===== src/rtl/train_dispatch.sv =====
// Replays a feasible train-stack schedule as serial push/pop beats for the yard
// controller, or emits a single fail beat when the checker rejects the order.
module train_dispatch (
  input  logic       clk,
  input  logic       rst_n,
  input  logic       in_valid,
  input  logic [3:0] data,
  input  logic       chk_valid,
  input  logic       chk_result,
  output logic       out_valid,
  output logic       op,
  output logic [3:0] car,
  output logic       last,
  output logic       fail
);

  localparam int MAX_CARS = 10;

  localparam logic [2:0] S_IDLE = 3'd0;
  localparam logic [2:0] S_LOAD = 3'd1;
  localparam logic [2:0] S_WAIT = 3'd2;
  localparam logic [2:0] S_EMIT = 3'd3;
  localparam logic [2:0] S_FAIL = 3'd4;

  logic [2:0] state_q, state_d;
  logic [3:0] n_q, n_d;
  logic [3:0] cnt_q, cnt_d;
  logic [3:0] idx_q, idx_d;
  logic [3:0] sp_q, sp_d;
  logic [3:0] next_in_q, next_in_d;

  logic [3:0] order_q [MAX_CARS];
  logic [3:0] stack_q [MAX_CARS];

  logic       order_we, order_clr;
  logic       stack_we;
  logic [3:0] stack_waddr, stack_wdata;

  logic       out_valid_q, out_valid_d;
  logic       op_q, op_d;
  logic [3:0] car_q, car_d;
  logic       last_q, last_d;
  logic       fail_q, fail_d;

  logic       can_pop;
  logic [3:0] top;

  assign top     = (sp_q != 4'd0) ? stack_q[sp_q - 4'd1] : 4'd0;
  assign can_pop = (sp_q != 4'd0) && (top == order_q[idx_q]);

  always_comb begin
    // NOTE: every signal gets a default first so no path leaves it unassigned (no latches);
    // combinational logic uses blocking '=', state updates use '<=' below.
    state_d     = state_q;
    n_d         = n_q;
    cnt_d       = cnt_q;
    idx_d       = idx_q;
    sp_d        = sp_q;
    next_in_d   = next_in_q;
    order_we    = 1'b0;
    order_clr   = 1'b0;
    stack_we    = 1'b0;
    stack_waddr = sp_q;
    stack_wdata = next_in_q;
    out_valid_d = 1'b0;
    op_d        = 1'b0;
    car_d       = 4'd0;
    last_d      = 1'b0;
    fail_d      = 1'b0;

    case (state_q)
      S_IDLE: begin
        if (in_valid) begin
          n_d       = data;
          cnt_d     = 4'd0;
          idx_d     = 4'd0;
          sp_d      = 4'd0;
          order_clr = 1'b1;
          state_d   = S_LOAD;
        end
      end

      S_LOAD: begin
        if (in_valid) begin
          order_we = 1'b1;
          cnt_d    = cnt_q + 4'd1;
          if (cnt_q + 4'd1 == n_q) state_d = S_WAIT;
        end
      end

      S_WAIT: begin
        // The first beat is registered on the verdict edge so it appears the very next cycle;
        // a feasible schedule always opens by pushing car 1.
        if (chk_valid) begin
          if (chk_result) begin
            stack_we    = 1'b1;
            stack_waddr = 4'd0;
            stack_wdata = 4'd1;
            sp_d        = 4'd1;
            idx_d       = 4'd0;
            next_in_d   = 4'd2;
            out_valid_d = 1'b1;
            car_d       = 4'd1;
            state_d     = S_EMIT;
          end else begin
            out_valid_d = 1'b1;
            fail_d      = 1'b1;
            last_d      = 1'b1;
            state_d     = S_FAIL;
          end
        end
      end

      S_EMIT: begin
        out_valid_d = 1'b1;
        if (can_pop) begin
          op_d  = 1'b1;
          car_d = order_q[idx_q];
          sp_d  = sp_q - 4'd1;
          idx_d = idx_q + 4'd1;
          if (idx_q + 4'd1 == n_q) begin
            last_d  = 1'b1;
            state_d = S_IDLE;
          end
        end else if (next_in_q <= n_q) begin
          stack_we  = 1'b1;
          car_d     = next_in_q;
          sp_d      = sp_q + 4'd1;
          next_in_d = next_in_q + 4'd1;
        end else begin
          // Only reachable if the checker's verdict was wrong.
          fail_d  = 1'b1;
          last_d  = 1'b1;
          state_d = S_FAIL;
        end
      end

      S_FAIL: state_d = S_IDLE;

      default: state_d = S_IDLE;
    endcase
  end

  always_ff @(posedge clk or negedge rst_n) begin
    if (!rst_n) begin
      state_q     <= S_IDLE;
      n_q         <= 4'd0;
      cnt_q       <= 4'd0;
      idx_q       <= 4'd0;
      sp_q        <= 4'd0;
      next_in_q   <= 4'd0;
      out_valid_q <= 1'b0;
      op_q        <= 1'b0;
      car_q       <= 4'd0;
      last_q      <= 1'b0;
      fail_q      <= 1'b0;
      // NOTE: these small buffers are flops, so resetting them is cheap and keeps
      // stale car IDs from ever matching a stack compare after reset.
      for (int i = 0; i < MAX_CARS; i++) begin
        order_q[i] <= 4'd0;
        stack_q[i] <= 4'd0;
      end
    end else begin
      state_q     <= state_d;
      n_q         <= n_d;
      cnt_q       <= cnt_d;
      idx_q       <= idx_d;
      sp_q        <= sp_d;
      next_in_q   <= next_in_d;
      out_valid_q <= out_valid_d;
      op_q        <= op_d;
      car_q       <= car_d;
      last_q      <= last_d;
      fail_q      <= fail_d;
      if (order_clr) begin
        for (int i = 0; i < MAX_CARS; i++) order_q[i] <= 4'd0;
      end else if (order_we) begin
        order_q[cnt_q] <= data;
      end
      if (stack_we) stack_q[stack_waddr] <= stack_wdata;
    end
  end

  assign out_valid = out_valid_q;
  assign op        = op_q;
  assign car       = car_q;
  assign last      = last_q;
  assign fail      = fail_q;

endmodule

===== config.mk =====
export PLATFORM = sky130hd
export DESIGN_NAME = train_dispatch
export DESIGN_NICKNAME = d
export VERILOG_FILES = /design/src/rtl/train_dispatch.sv
export SDC_FILE = /design/constraint.sdc
export NUM_CORES = 1
export LEC_CHECK = 0
export CAP_MARGIN = 40
export CORE_ASPECT_RATIO = 2
export CORE_MARGIN = 5
export CORE_UTILIZATION = 40
export DETAILED_ROUTE_END_ITERATION = 6
export GPL_TIMING_DRIVEN = 0
export SLEW_MARGIN = 40
export SYNTH_ARGS = -nofsm -noshare
export SYNTH_HDL_FRONTEND = slang
export SYNTH_SLANG_ARGS = --single-unit

===== constraint.sdc =====
create_clock -name clk -period 3.3 [get_ports clk]
set_clock_uncertainty 0.2 [all_clocks]
set_input_delay 0.99 -clock clk [delete_from_list [all_inputs] [get_ports clk]]
set_output_delay 0.99 -clock clk [all_outputs]
set_load 0.01 [all_outputs]

==> flow_summary.ini <==
[final_layout]
most-common-layout-cells = dfrtp_1, nand2_1, nand3_1, a21oi_1, nor2_1
nNetsFinal = 644
fin_area_mm2 = 0.007202
layout_commonest_cell = dfrtp_1
area_delta_synth_final_pct = 20.85
drive_gt1_share_pct = 22.97
antennaDiodeCount = 0

[worst_setup_path]
critical_path.most_common_cell = buf_8
path_buf_inv = 5
crit_chain = buf_8 > buf_12 > inv_8 > ha_4 > buf_8 > mux4_2 > a222oi_1 > xnor2_1 > a21oi_2 > nand3_4 > buf_6 > o2111ai_4 > mux2_1
r2r_slack_ns = -0.19
crit_path_max_fanout = 10
worst_path_dominant_cell_family = compound AO/OA/AOI/OAI gates
critPathLaunchType = flop
cp_slowest_cell = a222oi_1
critPathKind = reg -> reg
endpoint_kind = flop
max_stage_delay_ns = 0.46
arrival_ns = 3.52
required_ns = 3.33

[status]
outcome = finished, violations left
violations = setup timing

[power]
power_frac_clock_pct = 15.2
p_per_area_mw_per_mm2 = 922.1
irDropWorstVdd_uv = 412.4
p_int_uw = 3802
p_sw_share_pct = 42.76
power_uw = 6641
p_seq_share_pct = 31.0
comb_power_share_pct = 53.8
p_sw_uw = 2840
leakagePower_uw = 0.003129

[clock_tree]
cts_tree = yes
htreeDepth = 3
numCtsBuffers = 9
holdBufCountCts = 0
path_clk_slew_ns = 0.08
clock-sinks = 111
insertion_delay_ns = 0.35
clockBufferDepth = 2
cts_root_buf = clkbuf_16

[sta]
relSlewSlack_pct = 51.29
finalMaxSlewViolations = 0
finalCritPeriodShare_pct = 105.7
worst_slack_ns = -0.1883
setup_tns_ns = -5.212
hold_viol = 0
worst_pin_slew_ns = 0.7307
max_freq_mhz = 286.7
grt_setup_unrepaired = yes
finalSetupViolCount = 50
fin_crit_ns = 3.488

[detailed_routing]
first_pass_iters = 5
via_count = 4576
wire_per_inst_um = 20.00
viasPerCell = 5.567
routed_wl_um = 16440
drcViolationCount = 0
drt_iter0_markers = 194
drtAntennaViolNets = 0

[grt]
grt_max_degree = 57
grt.total_usage_pct = 19.84
overflow = 0
grt_pass1_wl_um = 26350
antenna_found_initial = 0
grt_pass1_vias = 4895

[placed_design]
gp_congestion = 0.8390
dpl-instance-area_mm2 = 0.006460
detailed_place_hpwl_um = 12230
port_buffers = 16

[yosys]
ys_warn_count = 0
syn_avg_cell_area_um2 = 10.35
synth_seq_cells = 111
async_reset_ff_share_pct = 100.0
syn_inst = 576
synth_cell_types = 66
syn_area_mm2 = 0.005959
synth-edff-count = 0
syn_nets = 597
ys_dominant_reg_cell = dfrtp_1
ys_seq_area_share_pct = 46.61

[floorplan]
initial_utilization_pct = 40.43
die_x_um = 96.31
num_rows = 63
dieArea_mm2 = 0.01759
core_area_mm2 = 0.01474
die_y_um = 182.6
ios = 17

[worst_hold_path]
hp-class = reg -> reg

[run]
maxCapViolCount = 0
-- timing repair --
item                       CTS  global route
cloned                       1             0
buffers inserted            16             4
resized for setup           52            18
pin swaps                   14            10
setup endpoints to repair   61            61
-- cells in the mapped netlist (3+ instances only) --
cell type / instances / area, um^2
dfrtp_1: 111 / 2778
nand2_1: 78 / 292.8
a21oi_1: 46 / 230.2
nand3_1: 46 / 230.2
nor2_1: 34 / 127.6
clkbuf_1: 23 / 86.33
mux2_2: 22 / 247.7
mux2i_1: 20 / 200.2
inv_1: 19 / 71.32
o21ai_0: 17 / 85.08
mux4_2: 16 / 360.4
ha_1: 12 / 150.1
mux2_1: 12 / 135.1
xnor2_1: 10 / 87.58
buf_2: 8 / 40.04
a31oi_1: 7 / 43.79
and3_1: 6 / 37.54
nor3_1: 6 / 30.03
mux2_4: 4 / 60.06
o22a_1: 4 / 35.03
a21o_1: 3 / 22.52
a22oi_1: 3 / 22.52
and2_1: 3 / 18.77
buf_1: 3 / 11.26
buf_6: 3 / 33.78
o211ai_1: 3 / 22.52
o21ai_1: 3 / 15.01
xor2_1: 3 / 26.28
-- worst reg2reg max path, delay by kind of cell, from the launching register on --
family          cells  cell delay [ns]
mux                 2             0.70
xor+xnor            1             0.15
buf+inv             5             0.56
compound gates      3             0.95
fa+ha+maj           1             0.29
flops               1             0.38
simple gates        1             0.15
-- per-layer routing --
layer  vias up  global-route usage, %  wire [um]
li1       2144                      -          -
met1      2306                  19.87       5680
met2        82                  37.39       9488
met3        44                  2.517        328
met4         0                  11.35        939
met5         -                      0          0
-- final timing paths --
| kind | from | to | cells past startpoint |
|---|---|---|---|
| max in group asynchronous | rst_n | sp_q[1] | 2 |
| min in group asynchronous | rst_n | stack_q[39] | 1 |
| worst max-delay path | sp_q[0] | stack_q[12] | 13 |
| worst min-delay path | stack_q[29] | stack_q[29] | 2 |
| worst min register to register | stack_q[29] | stack_q[29] | 2 |
| worst max register to register | sp_q[0] | stack_q[12] | 13 |
-- cells by family after synthesis --
kind of cell               count (synthesis)  synth area share (%)
AOI/OAI and AO/OA                        108                 11.61
xor gates and xnor gates                  13                 1.911
DFF                                      111                 46.61
muxes                                     74                 16.84
adders and majority gates                 12                 2.519
and+or+nand+nor                          197                 15.81
buffers and inverters                     61                 4.703
-- state kept, by name (all words and copies together) (netlist names), 3 cells and up --
register / flops
car: 4
cnt_q: 4
idx_q: 4
n_q: 4
next_in_q: 4
order_q: 40
sp_q: 4
stack_q: 40
state_q: 3
-- power groups by stage --
stage / registers, uW / clock network [uW] / logic [uW]
floorplan: 1990 / 0 / 2160
global placement: 2060 / 0 / 2890
detailed placement: 2090 / 0 / 2960
CTS: 2060 / 1030 / 3400
global route: 2110 / 1070 / 3840
finish: 2060 / 1010 / 3570
-- area by class of cell --
| class | instances | area (um^2) |
|---|---|---|
| clock inverters | 5 | 33.78 |
| fillers | 1345 | 7538 |
| well taps | 195 | 244.0 |
| plain buffers | 38 | 236.5 |
| inverters | 21 | 86.33 |
| multi-input cells | 404 | 3196 |
| flip-flops and latches | 111 | 2779 |
| clock buffers | 10 | 229.0 |
| repair buffers | 38 | 397.9 |
-- stage by stage --
| step | util (%) | setup WS [ns] | instances | hold WS (ns) |
|---|---|---|---|---|
| final | 48.86 | -0.1883 | 822 | 0.2794 |
| after global routing | 48.86 | -0.2535 | 822 | 0.3216 |
| after CTS | 48.07 | -0.1433 | 819 | 0.2831 |
| after detailed placement | 43.82 | -0.6172 | 788 | 0.2693 |
| after global placement | 43.60 | -3.195 | 787 | 0.2574 |
| after floorplan | - | -0.002403 | 576 | 0.2452 |
Note: power is estimated with default switching activity, not from simulation.
